[src/rtl/data_mem_arbiter_if.sv]
// data_mem_arbiter_if: one master's request/response channel into data_mem_arbiter
//   req/write/lock/addr/wdata : master -> arbiter request
//   gnt                       : arbiter -> master, access accepted this cycle
//   rvalid/rdata              : arbiter -> master, registered read response
interface data_mem_arbiter_if #(
  parameter int ADDR_W = 32,
  parameter int DATA_W = 32
);
  logic req, write, lock, gnt, rvalid;
  logic [ADDR_W-1:0] addr;
  logic [DATA_W-1:0] wdata, rdata;
  modport master (output req, write, lock, addr, wdata, input gnt, rvalid, rdata);
  modport slave (input req, write, lock, addr, wdata, output gnt, rvalid, rdata);
endinterface

[src/rtl/data_mem_arbiter.sv]
// data_mem_arbiter: two-master arbiter (round-robin or fixed, lockable bursts) in front of data_memory
//   clk, reset     : clock, async active-high reset
//   m0, m1         : master channels (m0 = pipeline MEM stage, m1 = DMA/debug)
//   cpu_stall      : m0 requesting but not granted
//   mem_*          : single-port memory bus, combinational read data returned on mem_read_data
module data_mem_arbiter #(
  parameter int ADDR_W = 32,
  parameter int DATA_W = 32,
  parameter int FIXED_PRIO = 0,
  parameter int MAX_LOCK = 4
) (
  input  logic              clk,
  input  logic              reset,
  data_mem_arbiter_if.slave m0,
  data_mem_arbiter_if.slave m1,
  output logic              cpu_stall,
  output logic              mem_write,
  output logic [ADDR_W-1:0] mem_address,
  output logic [DATA_W-1:0] mem_write_data,
  input  logic [DATA_W-1:0] mem_read_data
);
  localparam int CW = $clog2(MAX_LOCK + 1);
  logic rr_ptr, owner_valid, owner, rvalid0, rvalid1;
  logic [CW-1:0] lock_cnt;
  logic [DATA_W-1:0] rdata0, rdata1;
  logic any_req, owner_req, other_req, cap, own_win, sel, wr, lk, rd0, rd1;
  always_comb begin
    any_req = m0.req | m1.req;
    owner_req = owner ? m1.req : m0.req;
    other_req = owner ? m0.req : m1.req;
    cap = (lock_cnt == CW'(MAX_LOCK)) && other_req;
    own_win = owner_valid && owner_req && !cap;
    // a capped owner that still requests must yield, regardless of priority mode
    sel = own_win ? owner :
          (owner_valid && owner_req) ? ~owner :
          (m0.req && m1.req) ? ((FIXED_PRIO != 0) ? 1'b0 : rr_ptr) : m1.req;
    wr = sel ? m1.write : m0.write;
    lk = sel ? m1.lock : m0.lock;
    rd0 = any_req && !sel && !wr;
    rd1 = any_req && sel && !wr;
  end
  assign m0.gnt = any_req & ~sel;
  assign m1.gnt = any_req & sel;
  assign m0.rvalid = rvalid0;
  assign m1.rvalid = rvalid1;
  assign m0.rdata = rdata0;
  assign m1.rdata = rdata1;
  assign cpu_stall = m0.req & ~m0.gnt;
  assign mem_write = any_req & wr & ~reset;
  assign mem_address = any_req ? (sel ? m1.addr : m0.addr) : '0;
  assign mem_write_data = any_req ? (sel ? m1.wdata : m0.wdata) : '0;
  always_ff @(posedge clk or posedge reset) begin
    if (reset) begin
      rr_ptr <= 1'b0;
      owner_valid <= 1'b0;
      owner <= 1'b0;
      lock_cnt <= '0;
      rvalid0 <= 1'b0;
      rvalid1 <= 1'b0;
      rdata0 <= '0;
      rdata1 <= '0;
    end else begin
      rvalid0 <= rd0;
      rvalid1 <= rd1;
      if (rd0) rdata0 <= mem_read_data;
      if (rd1) rdata1 <= mem_read_data;
      if (any_req) begin
        rr_ptr <= ~sel;
        owner_valid <= lk;
        if (lk) owner <= sel;
        // counter saturates so an uncontested burst caps at once when the other master arrives
        lock_cnt <= !lk ? '0 :
                    (owner_valid && owner == sel) ?
                      ((lock_cnt == CW'(MAX_LOCK)) ? lock_cnt : lock_cnt + CW'(1)) : CW'(1);
      end else begin
        owner_valid <= 1'b0;
        lock_cnt <= '0;
      end
    end
  end
endmodule

[src/flat_wrapper.sv]
// flat-port wrapper written by rule: the top's interface ports become plain ports
module data_mem_arbiter_flat 
#(
  parameter int ADDR_W = 32,
  parameter int DATA_W = 32,
  parameter int FIXED_PRIO = 0,
  parameter int MAX_LOCK = 4
)
  (clk, reset, cpu_stall, mem_write, mem_address, mem_write_data, mem_read_data, m0_req, m0_write, m0_lock, m0_addr, m0_wdata, m0_gnt, m0_rvalid, m0_rdata, m1_req, m1_write, m1_lock, m1_addr, m1_wdata, m1_gnt, m1_rvalid, m1_rdata);
  data_mem_arbiter_if #(.ADDR_W(ADDR_W), .DATA_W(DATA_W)) m0_i ();
  data_mem_arbiter_if #(.ADDR_W(ADDR_W), .DATA_W(DATA_W)) m1_i ();
  input  logic clk;
  input  logic reset;
  output logic cpu_stall;
  output logic mem_write;
  output logic [ADDR_W-1:0] mem_address;
  output logic [DATA_W-1:0] mem_write_data;
  input  logic [DATA_W-1:0] mem_read_data;
  input wire logic [$bits(m0_i.req)-1:0] m0_req;
  input wire logic [$bits(m0_i.write)-1:0] m0_write;
  input wire logic [$bits(m0_i.lock)-1:0] m0_lock;
  input wire logic [$bits(m0_i.addr)-1:0] m0_addr;
  input wire logic [$bits(m0_i.wdata)-1:0] m0_wdata;
  output wire logic [$bits(m0_i.gnt)-1:0] m0_gnt;
  output wire logic [$bits(m0_i.rvalid)-1:0] m0_rvalid;
  output wire logic [$bits(m0_i.rdata)-1:0] m0_rdata;
  input wire logic [$bits(m1_i.req)-1:0] m1_req;
  input wire logic [$bits(m1_i.write)-1:0] m1_write;
  input wire logic [$bits(m1_i.lock)-1:0] m1_lock;
  input wire logic [$bits(m1_i.addr)-1:0] m1_addr;
  input wire logic [$bits(m1_i.wdata)-1:0] m1_wdata;
  output wire logic [$bits(m1_i.gnt)-1:0] m1_gnt;
  output wire logic [$bits(m1_i.rvalid)-1:0] m1_rvalid;
  output wire logic [$bits(m1_i.rdata)-1:0] m1_rdata;
  assign m0_i.req = m0_req;
  assign m0_i.write = m0_write;
  assign m0_i.lock = m0_lock;
  assign m0_i.addr = m0_addr;
  assign m0_i.wdata = m0_wdata;
  assign m0_gnt = m0_i.gnt;
  assign m0_rvalid = m0_i.rvalid;
  assign m0_rdata = m0_i.rdata;
  assign m1_i.req = m1_req;
  assign m1_i.write = m1_write;
  assign m1_i.lock = m1_lock;
  assign m1_i.addr = m1_addr;
  assign m1_i.wdata = m1_wdata;
  assign m1_gnt = m1_i.gnt;
  assign m1_rvalid = m1_i.rvalid;
  assign m1_rdata = m1_i.rdata;
  data_mem_arbiter #(.ADDR_W(ADDR_W), .DATA_W(DATA_W), .FIXED_PRIO(FIXED_PRIO), .MAX_LOCK(MAX_LOCK)) u_core (.clk(clk), .reset(reset), .m0(m0_i), .m1(m1_i), .cpu_stall(cpu_stall), .mem_write(mem_write), .mem_address(mem_address), .mem_write_data(mem_write_data), .mem_read_data(mem_read_data));
endmodule
[config.mk]
export PLATFORM = sky130hd
export DESIGN_NAME = data_mem_arbiter_flat
export DESIGN_NICKNAME = d
export VERILOG_FILES = /design/src/rtl/data_mem_arbiter_if.sv /design/src/rtl/data_mem_arbiter.sv /design/src/flat_wrapper.sv
export SDC_FILE = /design/constraint.sdc
export NUM_CORES = 1
export LEC_CHECK = 0
export CAP_MARGIN = 40
export CORE_AREA = 2 2 116 118
export DETAILED_ROUTE_END_ITERATION = 6
export DIE_AREA = 0 0 118 120
export PLACE_DENSITY = 0.71
export REMOVE_ABC_BUFFERS = 1
export SLEW_MARGIN = 10
export SYNTH_ARGS = -nofsm -noshare
export SYNTH_HDL_FRONTEND = slang
export SYNTH_SLANG_ARGS = --single-unit
[constraint.sdc]
create_clock -name clk -period 6.7 [get_ports clk]
set_input_delay 1.34 -clock clk [delete_from_list [all_inputs] [get_ports clk]]
set_output_delay 1.34 -clock clk [all_outputs]
set_load 0.1 [all_outputs]
# After elaboration in Yosys (flattened, before gate mapping)

Index checks and enable logic that the tools add are counted.

Register bits after elaboration: 72
Bits of input ports: 168
Output and inout port bits: 134
Logic and storage cells: 51

$add $sub $neg: 1
Equal/unequal tests: 3
Mux-type cells: 16
Bitwise operators: 10
Reductions and logical operators: 13

Operator list:

| cell                  | count |
|---|---|
| $mux W32              | 4 |
| $mux W3               | 4 |
| $logic_and A1 B1 Y1   | 9 |
| $mux W1               | 8 |
| $and A1 B1 Y1         | 5 |
| $ne A4 B4 Y1 const B  | 1 |
| $not A1 Y1            | 4 |
| $add A3 B1 Y3 const B | 1 |
| $eq A3 B3 Y1 const B  | 1 |
| $logic_not A1 Y1      | 3 |
| $reduce_and A2 Y1     | 1 |
| $eq A1 B1 Y1          | 1 |
| $or A1 B1 Y1          | 1 |

# Logic depth before layout (Yosys ltp)

Gate-level depths: netlist of run 1.

Depth after elaboration: 10
Depth in mapped cells: 8
Depth with buffers taken out: 6

# Least setup slack after synthesis of run 1

No wires, ideal clock.

Kind: input to output
From: input reset
To: output mem_write
Arrival: 3886 ps
Data required time: 5360 ps
Slack: 1474 ps
Stages on the path: 2
Buffers on the path: 0
Path through: inv_1 > a32o_1

Longest elaborated chain between the ends: 2

Ends and longest elaborated chain:

| what               | RTL line               | text |
|---|---|---|
| start: declaration | flat_wrapper.sv:13     | `input logic reset;` |
| $not A1 Y1         | data_mem_arbiter.sv:49 | `assign mem_write = any_req & wr & ~reset;` |
| $and A1 B1 Y1      | data_mem_arbiter.sv:49 |  |
| end: declaration   | flat_wrapper.sv:15     | `output logic mem_write;` |

Every way passes these cells.

# Worst setup path after layout of run 1

From: input m1_req
To: output mem_address[25]

Longest elaborated chain between the ends: 7
Elaborated cells on any way between the ends: 13
Those cells by class: 7 x mux; 1 x bitwise; 5 x reduce/logical

Ends and longest elaborated chain:

| what                | RTL line               | text |
|---|---|---|
| start: declaration  | flat_wrapper.sv:27     | `input wire logic [$bits(m1_i.req)-1:0] m1_req;` |
| $mux W1             | data_mem_arbiter.sv:30 | `other_req = owner ? m0.req : m1.req;` |
| $logic_and A1 B1 Y1 | data_mem_arbiter.sv:31 | `cap = (lock_cnt == CW'(MAX_LOCK)) && other_req;` |
| $logic_not A1 Y1    | data_mem_arbiter.sv:32 | `own_win = owner_valid && owner_req && !cap;` |
| $logic_and A1 B1 Y1 | data_mem_arbiter.sv:32 |  |
| $mux W1             | data_mem_arbiter.sv:34 | `sel = own_win ? owner :` |
| $mux W32            | data_mem_arbiter.sv:50 | `assign mem_address = any_req ? (sel ? m1.addr : m0.addr) : '0;` |
| $mux W32 (*)        | data_mem_arbiter.sv:50 |  |
| end: declaration    | flat_wrapper.sv:16     | `output logic [ADDR_W-1:0] mem_address;` |

Mark *: on every way between the ends. The rest lies on a longest branch, timed or not.

==> run metrics, run 1 <==
Clock Latency Late Sink=330 ps; first-pass GRT wire length=25700 um; Final Instance Count excl. Fillers=812; status=complete, no violations; Worst slew margin=0.530; fmax=203 MHz; Seq cells post-synth=between 70 and 80; Gates resized, CTS repair=0; vias in the first global route=4202; crit path DAT=3590 ps; min-delay worst type=register to register; initial antenna violation count=2; Initial Util=0.272; routed via count=3823; Final Wtd Congestion=0.914; Layout fillers=about 950; final setup vio count=0; Congestion Overflow GR=0; post-route ant nets=0; share of the synthesized area in the top cell type=0.511; max_cap viols=0; H-tree Lvls=3; Buffers on Ports=301; final hold vios=0; Reg2Reg Depth=7; CTS Buffer Depth=2; DIE AREA=14200 um2; CTS Hold Bufs=0; post-synth top area cell=dfrtp_1; reg2reg setup slack=3920 ps; WL final=17100 um; top post-synthesis cells by count=dfrtp_1 (72), a22o_1 (64), mux2_2 (63), buf_2 (9); Synth Area per Inst=13.4 um2; WHS Endpoint=u_core.m0.rdata[17]; reg-to-reg endpoint=u_core.m1.rdata[3]; Worst EP required=5360 ps; pre-CTS setup slack=1820 ps; Critical Path Fanout Max=66; Setup crit start kind=input port; Cells on Worst Hold Path=1; Seq. cell area=1800 um2; clk root buf=clkbuf_16; clock slew at reported path FFs=60 ps; Syn Inst Count=264; Min-Delay Startpoint=u_core.m0.rdata[17]; yosys warns=0; PD cells=~410 nW/um2; Final #Nets=801; layout cells sized above 1=0.355; asr flop ratio synth=1.00; HPWL after DPL=13700 um; Clock Skews=7.79 ps; critical path type=input port to primary output; maximum VDD drop=roughly 0.33 mV; count leader, synth=dfrtp_1; Final Util=0.640; final slew viol count=0; CP Capture Type=primary output; total CTS buffers=9; Netlist Area Pre-Place=3520 um2; Core Region=13000 um2; Area Overhead vs Synth=136%; Clock Sinks=72; post-route setup slack=1770 ps; RR Startpoint=u_core.lock_cnt[0]; top cells by area, synth=dfrtp_1 (51%), mux2_2 (20%), a22o_1 (16%), buf_6 (1.9%), buf_2 (1.3%); ant diodes=0; leak pwr=3.61 nW; # rows=42; DR pass1 iterations=4; RSZ-0062 raised after global routing=false; I/O pins=302; placed cell count=796; main flop type after synthesis=dfrtp_1; area occupied by multi-input gates=1580 um2; post-CTS setup buffers=0; Vias/cell=4.71; Final min period=4930 ps; largest net degree at the start of global routing=67; number of synthesized flops with an enable pin=0; Die Height=120 um; TritonCTS clock tree=built; Min Hold Slack=506 ps; period utilization=0.735; Tot GR Track Use=0.239; setup TNS=0 ps; wire per inst=21.1 um; post-synthesis cell type count=34; initial DRC count=221; Die X=118 um; register area share after synthesis=0.511; DRC=0; worst slew pin tran=roughly 710 ps
-- cells in the final DEF (no fill, tap or decap), types with 2 or more instances in the layout --
cell type,instances
and3b_1,2
buf_16,33
dfrtp_1,72
nand2_1,3
buf_4,70
clkbuf_16,9
clkinvlp_4,2
inv_6,2
clkdlybuf4s50_1,235
ha_1,2
nor3_1,2
buf_8,37
a22o_1,64
o31a_1,2
mux2_2,63
inv_1,5
bufinv_16,2
and2_1,2
nor2_1,5
-- power breakdown --
group	leakage (nW)	internal, mW	switching (mW)	total [mW]
Clock	0.153	0.329	0.189	0.518
Combinational	2.60	0.851	1.48	2.34
Sequential	0.853	0.537	0.0591	0.596
-- stage by stage --
| stage | instance area (um2) | total power [mW] |
|---|---|---|
| 5_1_grt | 8310 | 3.55 |
| 2_1_floorplan | 3390 | 1.96 |
| 6_report | 8310 | 3.45 |
| 3_5_place_dp | 7990 | 2.94 |
| 4_1_cts | 8310 | 3.48 |
| 3_3_place_gp | 6500 | 2.42 |
-- flip-flops by register name, indices dropped and copies added (netlist names) --
signal / count
u_core.m1.rvalid: 1
u_core.m0.rdata: 32
u_core.lock_cnt: 3
u_core.owner: 1
u_core.owner_valid: 1
u_core.m0.rvalid: 1
u_core.rr_ptr: 1
u_core.m1.rdata: 32
-- how the worst max path moves through the flow --
stage               startpoint              end  slack (ps)  cells past startpoint
CTS                     m1_req  mem_address[25]        1790                      7
detailed placement      m1_req  mem_address[25]        1820                      7
floorplan               m1_req   mem_address[0]         970                      4
global route            m1_req  mem_address[25]        1600                      7
finish                  m1_req  mem_address[25]        1770                      7
global placement        m1_req  mem_address[25]        1560                      6
-- cell families after synthesis --
kind of cell	share of synthesized area
compound gates	0.195
flops	0.511
mux	0.207
buf+inv	0.0437
simple gates	0.0337
fa+ha+maj	0.00710
xor+xnor	0.00249
-- final cells by class --
type | instances | area share
repair buffers | 376 | 0.525
flip-flops and latches | 72 | 0.217
clock inverters | 7 | 0.0122
inverters | 6 | 0.00271
multi-input cells | 166 | 0.190
clock buffers | 9 | 0.0271
well taps | 176 | 0.0265
-- critical path, stage by stage --
cell	delay [ps]
clkdlybuf4s50_1	580
o21a_1	230
o31ai_4	130
nand2_2	100
buf_4	560
a22o_1	280
buf_4	320
-- per-layer routing --
| metal | routed length [um] | global-route usage |
|---|---|---|
| met5 | 23 | 0 |
| met1 | 6560 | 0.277 |
| met3 | 1330 | 0.0789 |
| met2 | 8890 | 0.422 |
| met4 | 313 | 0.0678 |
Note: power is estimated with default switching activity, not from simulation.
==> inputs of run 2 (changes only) <==
CORE_AREA = 2 2 117 119   (was 2 2 116 118)
DIE_AREA = 0 0 119 121   (was 0 0 118 120)
PLACE_DENSITY = 0.73   (was 0.71)
clock period = 4 ns   (was 6.7 ns; I/O delays follow)
==> run metrics, run 2 (synthesis results as in run 1) <==
initial antenna violation count=1 (-1); Clock Sinks=72 (unchanged); initial DRC count=153 (-31%); Critical Path, Cell by Cell=clkdlybuf4s50_1 -> o21a_1 -> o31ai_4 -> nand2_2 -> buf_4 -> a22o_1 -> buf_12; Worst slew margin=0.569 (+0.0386); # rows=42 (unchanged); layout cells sized above 1=0.358 (+0.00314); DRC=0 (unchanged); clock slew at reported path FFs=60 ps (about the same); post-CTS setup buffers=0 (unchanged); Core Region=13100 um2 (+0.81%); HPWL after DPL=14400 um (+4.8%); Clock Skews=4.86 ps (-2.93 ps); Critical path origin=m1_req; DIE AREA=14400 um2 (+1.7%); reg-to-reg endpoint=u_core.m1.rdata[31]; PD cells=672 nW/um2 (+62%); Buffers on Ports=301 (unchanged); Gates resized, CTS repair=0 (unchanged); Tot GR Track Use=0.242 (+0.00320); Worst EP required=3200 ps (-2160 ps); max_cap viols=0 (unchanged); RR Startpoint=u_core.lock_cnt[0]; final setup vio count=0 (unchanged); first-pass GRT wire length=26300 um (+2.3%); final slew viol count=0 (unchanged); total CTS buffers=9 (unchanged); CP Buf/Inv Count=3 (unchanged); Crit. path cell count=7 (unchanged); Clock Latency Late Sink=330 ps (about the same); Setup crit start kind=input port; Congestion Overflow GR=0 (unchanged); Final #Nets=801 (unchanged); Final Util=0.693 (+0.0526); I/O pins=302 (unchanged); Area Overhead vs Synth=157%; DR pass1 iterations=4 (unchanged); min-delay worst type=register to register; H-tree Lvls=3 (unchanged); Initial Util=0.269 (-0.00218); commonest non-fill, non-tap cell in the layout=clkdlybuf4s50_1; CP Capture Type=primary output; crit path DAT=2710 ps (-880 ps); fmax=285 MHz; clk root buf=clkbuf_16; largest net degree at the start of global routing=47 (-30%); RSZ-0062 raised after global routing=false; routed via count=3906 (+2.2%); post-route ant nets=0 (unchanged); CP delay by family, top=buffers and inverters; Critical Path Fanout Max=27 (-59%); Die Height=121 um (+0.83%); pre-CTS setup slack=556 ps (-1260 ps); Vias/cell=4.81 (+2.2%); worst slew pin tran=646 ps (-59.4 ps); vias in the first global route=4377 (+4.2%); critical path type=input port to primary output; Reg2Reg Depth=7 (unchanged); Die X=119 um (+0.85%); maximum VDD drop=0.476 mV (+43%); TritonCTS clock tree=built; wire per inst=21.9 um (+3.9%); post-route setup slack=492 ps (-1280 ps); CTS Hold Bufs=0 (unchanged); critical path's slowest cell=clkdlybuf4s50_1; ant diodes=0 (unchanged); crit path capture=mem_address[23]; leak pwr=3.86 nW (+6.9%); reg2reg setup slack=1400 ps (-2520 ps); Final Wtd Congestion=0.899 (-1.6%); commonest cells after routing, fill and taps aside=clkdlybuf4s50_1 (233), dfrtp_1 (72), buf_12 (71); period utilization=0.877; status=complete, no violations; WL final=17800 um (+3.9%); CTS Buffer Depth=2 (unchanged); CP max stage delay=600 ps (+20 ps); final hold vios=0 (unchanged); Final min period=3510 ps
## run 2: layer usage
layer	wire length (um)	part of all wire	track usage	up-vias
met4	456	0.026	0.0811	0
met3	1510	0.085	0.0851	35
met1	6440	0.36	0.264	1906
li1	-	-	-	1745
met2	9380	0.53	0.438	220
met5	0	0	0	-
## run 2: worst min path at each step
stage	startpoint	end	slack (ps)	cells after the start
final	u_core.m0.rdata[23]	u_core.m0.rdata[23]	500	1
after global routing	u_core.m0.rdata[0]	u_core.m0.rdata[0]	520	1
after CTS	u_core.m0.rdata[25]	u_core.m0.rdata[25]	510	1
after detailed placement	u_core.m1.rdata[15]	u_core.m1.rdata[15]	490	1
after global placement	u_core.m0.rdata[24]	u_core.m0.rdata[24]	470	1
after floorplan	u_core.rr_ptr	u_core.rr_ptr	490	2
## run 2: metrics by stage
step	instances	setup TNS, ps	cell area [um2]	total power [mW]	hold WS (ps)
after floorplan	244	-49620	3390	3.28	486
after global placement	729	0	7400	4.37	472
after detailed placement	796	0	8710	5.18	495
after CTS	812	0	9070	6.14	510
after global routing	812	0	9070	6.25	519
final	812	0	9070	6.10	503
## run 2: final cells by class
class / count / area [um2]
inverters: 6 / 22.5
well taps: 176 / 220
repair buffers: 376 / 5090
clock buffers: 10 / 239
flip-flops and latches: 72 / 1800
multi-input cells: 166 / 1580
clock inverters: 6 / 115
fillers: 842 / 4020
## run 2: power by group
part	internal, mW	leakage (nW)	switching (mW)
Clock	0.629	0.169	0.305
Combinational	1.61	2.83	2.54
Sequential	0.900	0.853	0.104
Total	3.14	3.86	2.95
## run 2: worst reg2reg max path, delay by kind of cell (launching register included)
kind	cells	cell delay (ps)
AO/OA/AOI/OAI	3	1170
buffers and inverters	2	320
flip-flops	1	400
adder cells (fa/ha/maj)	1	230
multiplexers	1	370
==> inputs of run 3 (changes only) <==
ABC_AREA = 0   (was not set)
CORE_AREA = not set   (was 2 2 117 119)
CORE_ASPECT_RATIO = 0.8   (was not set)
CORE_MARGIN = 2   (was not set)
CORE_UTILIZATION = 29   (was not set)
DIE_AREA = not set   (was 0 0 119 121)
PLACE_DENSITY = 0.77   (was 0.73)
==> run metrics, run 3 (synthesis results as in run 1) <==
Setup crit start kind=register; RR Startpoint=u_core.lock_cnt[0]; I/O pins=302 (unchanged); reg-to-reg endpoint=u_core.m1.rdata[12]; Initial Util=0.301 (+0.0321); post-route ant nets=0 (unchanged); layout cells sized above 1=0.357 (-0.00157); commonest non-fill, non-tap cell in the layout=clkdlybuf4s50_1; crit path DAT=2970 ps (+260 ps); Clock Latency Late Sink=320 ps (about the same); post-route setup slack=229 ps (-263 ps); status=complete, no violations; Final #Nets=802 (+0.12%); DRC=0 (unchanged); PD cells=661 nW/um2 (-1.6%); Cells on Worst Hold Path=1 (unchanged); Min Hold Slack=503 ps (-0.391 ps); Tot GR Track Use=0.270 (+0.0274); Area Overhead vs Synth=154%; Congestion Overflow GR=0 (unchanged); max_cap viols=0 (unchanged); CTS Hold Bufs=0 (unchanged); CP Capture Type=primary output; pre-CTS setup slack=411 ps (-145 ps); post-CTS setup buffers=0 (unchanged); WL final=18200 um (+2.1%); DR pass1 iterations=4 (unchanged); first-pass GRT wire length=26300 um (-0.18%); maximum VDD drop=0.561 mV (+18%); H-tree Lvls=3 (unchanged); worst slew pin tran=586 ps (-59.6 ps); Clock Sinks=72 (unchanged); Buffers on Ports=301 (unchanged); WHS Endpoint=u_core.m0.rdata[24]; fmax=265 MHz (-7.0%); CTS Buffer Depth=2 (unchanged); TritonCTS clock tree=built; Critical Path Fanout Max=46 (+70%); ant diodes=0 (unchanged); Worst EP required=3200 ps (about the same); Clock Skews=5.70 ps (+0.842 ps); Final Wtd Congestion=0.912 (+1.4%); Reg2Reg Depth=7 (unchanged); vias in the first global route=4339 (-0.87%); total CTS buffers=9 (unchanged); final hold vios=0 (unchanged); period utilization=0.943 (+0.0656); leak pwr=3.82 nW (-0.84%); min-delay worst type=register to register; final slew viol count=0 (unchanged); clock slew at reported path FFs=60 ps (about the same); Die Height=103 um (-15%); RSZ-0062 raised after global routing=false; Final min period=3770 ps (+263 ps); largest net degree at the start of global routing=53 (+13%); HPWL after DPL=14200 um (-1.6%); Core Region=11700 um2 (-11%); routed via count=3895 (-0.28%); # rows=35 (-17%); initial DRC count=152 (-0.65%); reg2reg setup slack=1530 ps (+130 ps); clk root buf=clkbuf_16; commonest cells after routing, fill and taps aside=clkdlybuf4s50_1 (233), dfrtp_1 (72), buf_12 (65); Gates resized, CTS repair=0 (unchanged); initial antenna violation count=0 (-1); critical path type=register to primary output; Die X=127 um (+6.9%); final setup vio count=0 (unchanged); DIE AREA=13100 um2 (-9.3%); Min-Delay Startpoint=u_core.m0.rdata[24]; Worst slew margin=0.606 (+0.0372); wire per inst=23.2 um (+5.7%); Vias/cell=4.97 (+3.3%)
## run 3: cell types whose count changed in the layout (fill, tap and decap cells not counted), moves of 2 or more
cell	delta
bufinv_16	-3
buf_12	-6
buf_16	+4
clkinv_2	+2
buf_8	-3
buf_4	+6
## run 3: stage by stage
step / cell area, um2 / instances / total power, mW / TNS (ps) / utilization
2_1_floorplan: 3390 / 244 / 3.28 / -49620 / -
3_3_place_gp: 7290 / 701 / 4.34 / 0 / 0.624
3_5_place_dp: 8670 / 769 / 5.17 / 0 / 0.741
4_1_cts: 8940 / 784 / 5.94 / 0 / 0.765
5_1_grt: 8940 / 784 / 6.07 / 0 / 0.765
6_report: 8940 / 784 / 5.91 / 0 / 0.765
## run 3: layout make-up
type	count	area, um2
timing repair buffer	377	5080
fill	638	2750
sequential	72	1800
multi-input combinational	166	1580
clock buffer	12	256
tap	148	185
inverter	6	22.5
clock inverter	3	17.5
## run 3: worst max path at each step
| stage | from | end | slack [ps] | depth (start not counted) |
|---|---|---|---|---|
| detailed placement | m1_req | mem_address[1] | 410 | 7 |
| finish | u_core.lock_cnt[0] | mem_address[1] | 230 | 8 |
| floorplan | u_core.lock_cnt[0] | mem_address[0] | -760 | 6 |
| global route | u_core.lock_cnt[0] | mem_address[1] | 90 | 8 |
| global placement | m1_req | mem_address[1] | 130 | 6 |
| CTS | u_core.lock_cnt[0] | mem_address[1] | 250 | 8 |
## run 3: critical path: stages, from the launching register on
cell,delay (ps)
dfrtp_1,390
inv_1,60
ha_1,230
and3b_1,240
o31ai_4,380
and2_2,530
buf_12,290
a22o_1,290
buf_12,210
## run 3: layer usage
layer	vias up	GRT usage	wire, um
li1	1740	-	-
met1	1914	0.325	7190
met2	213	0.477	9250
met3	28	0.0752	1300
met4	0	0.0828	433
met5	-	0	0
## run 3: report_power, final
part	internal [mW]	total, mW	switching (mW)
Sequential	0.901	1.02	0.117
Combinational	1.61	4.16	2.55
Clock	0.448	0.733	0.285
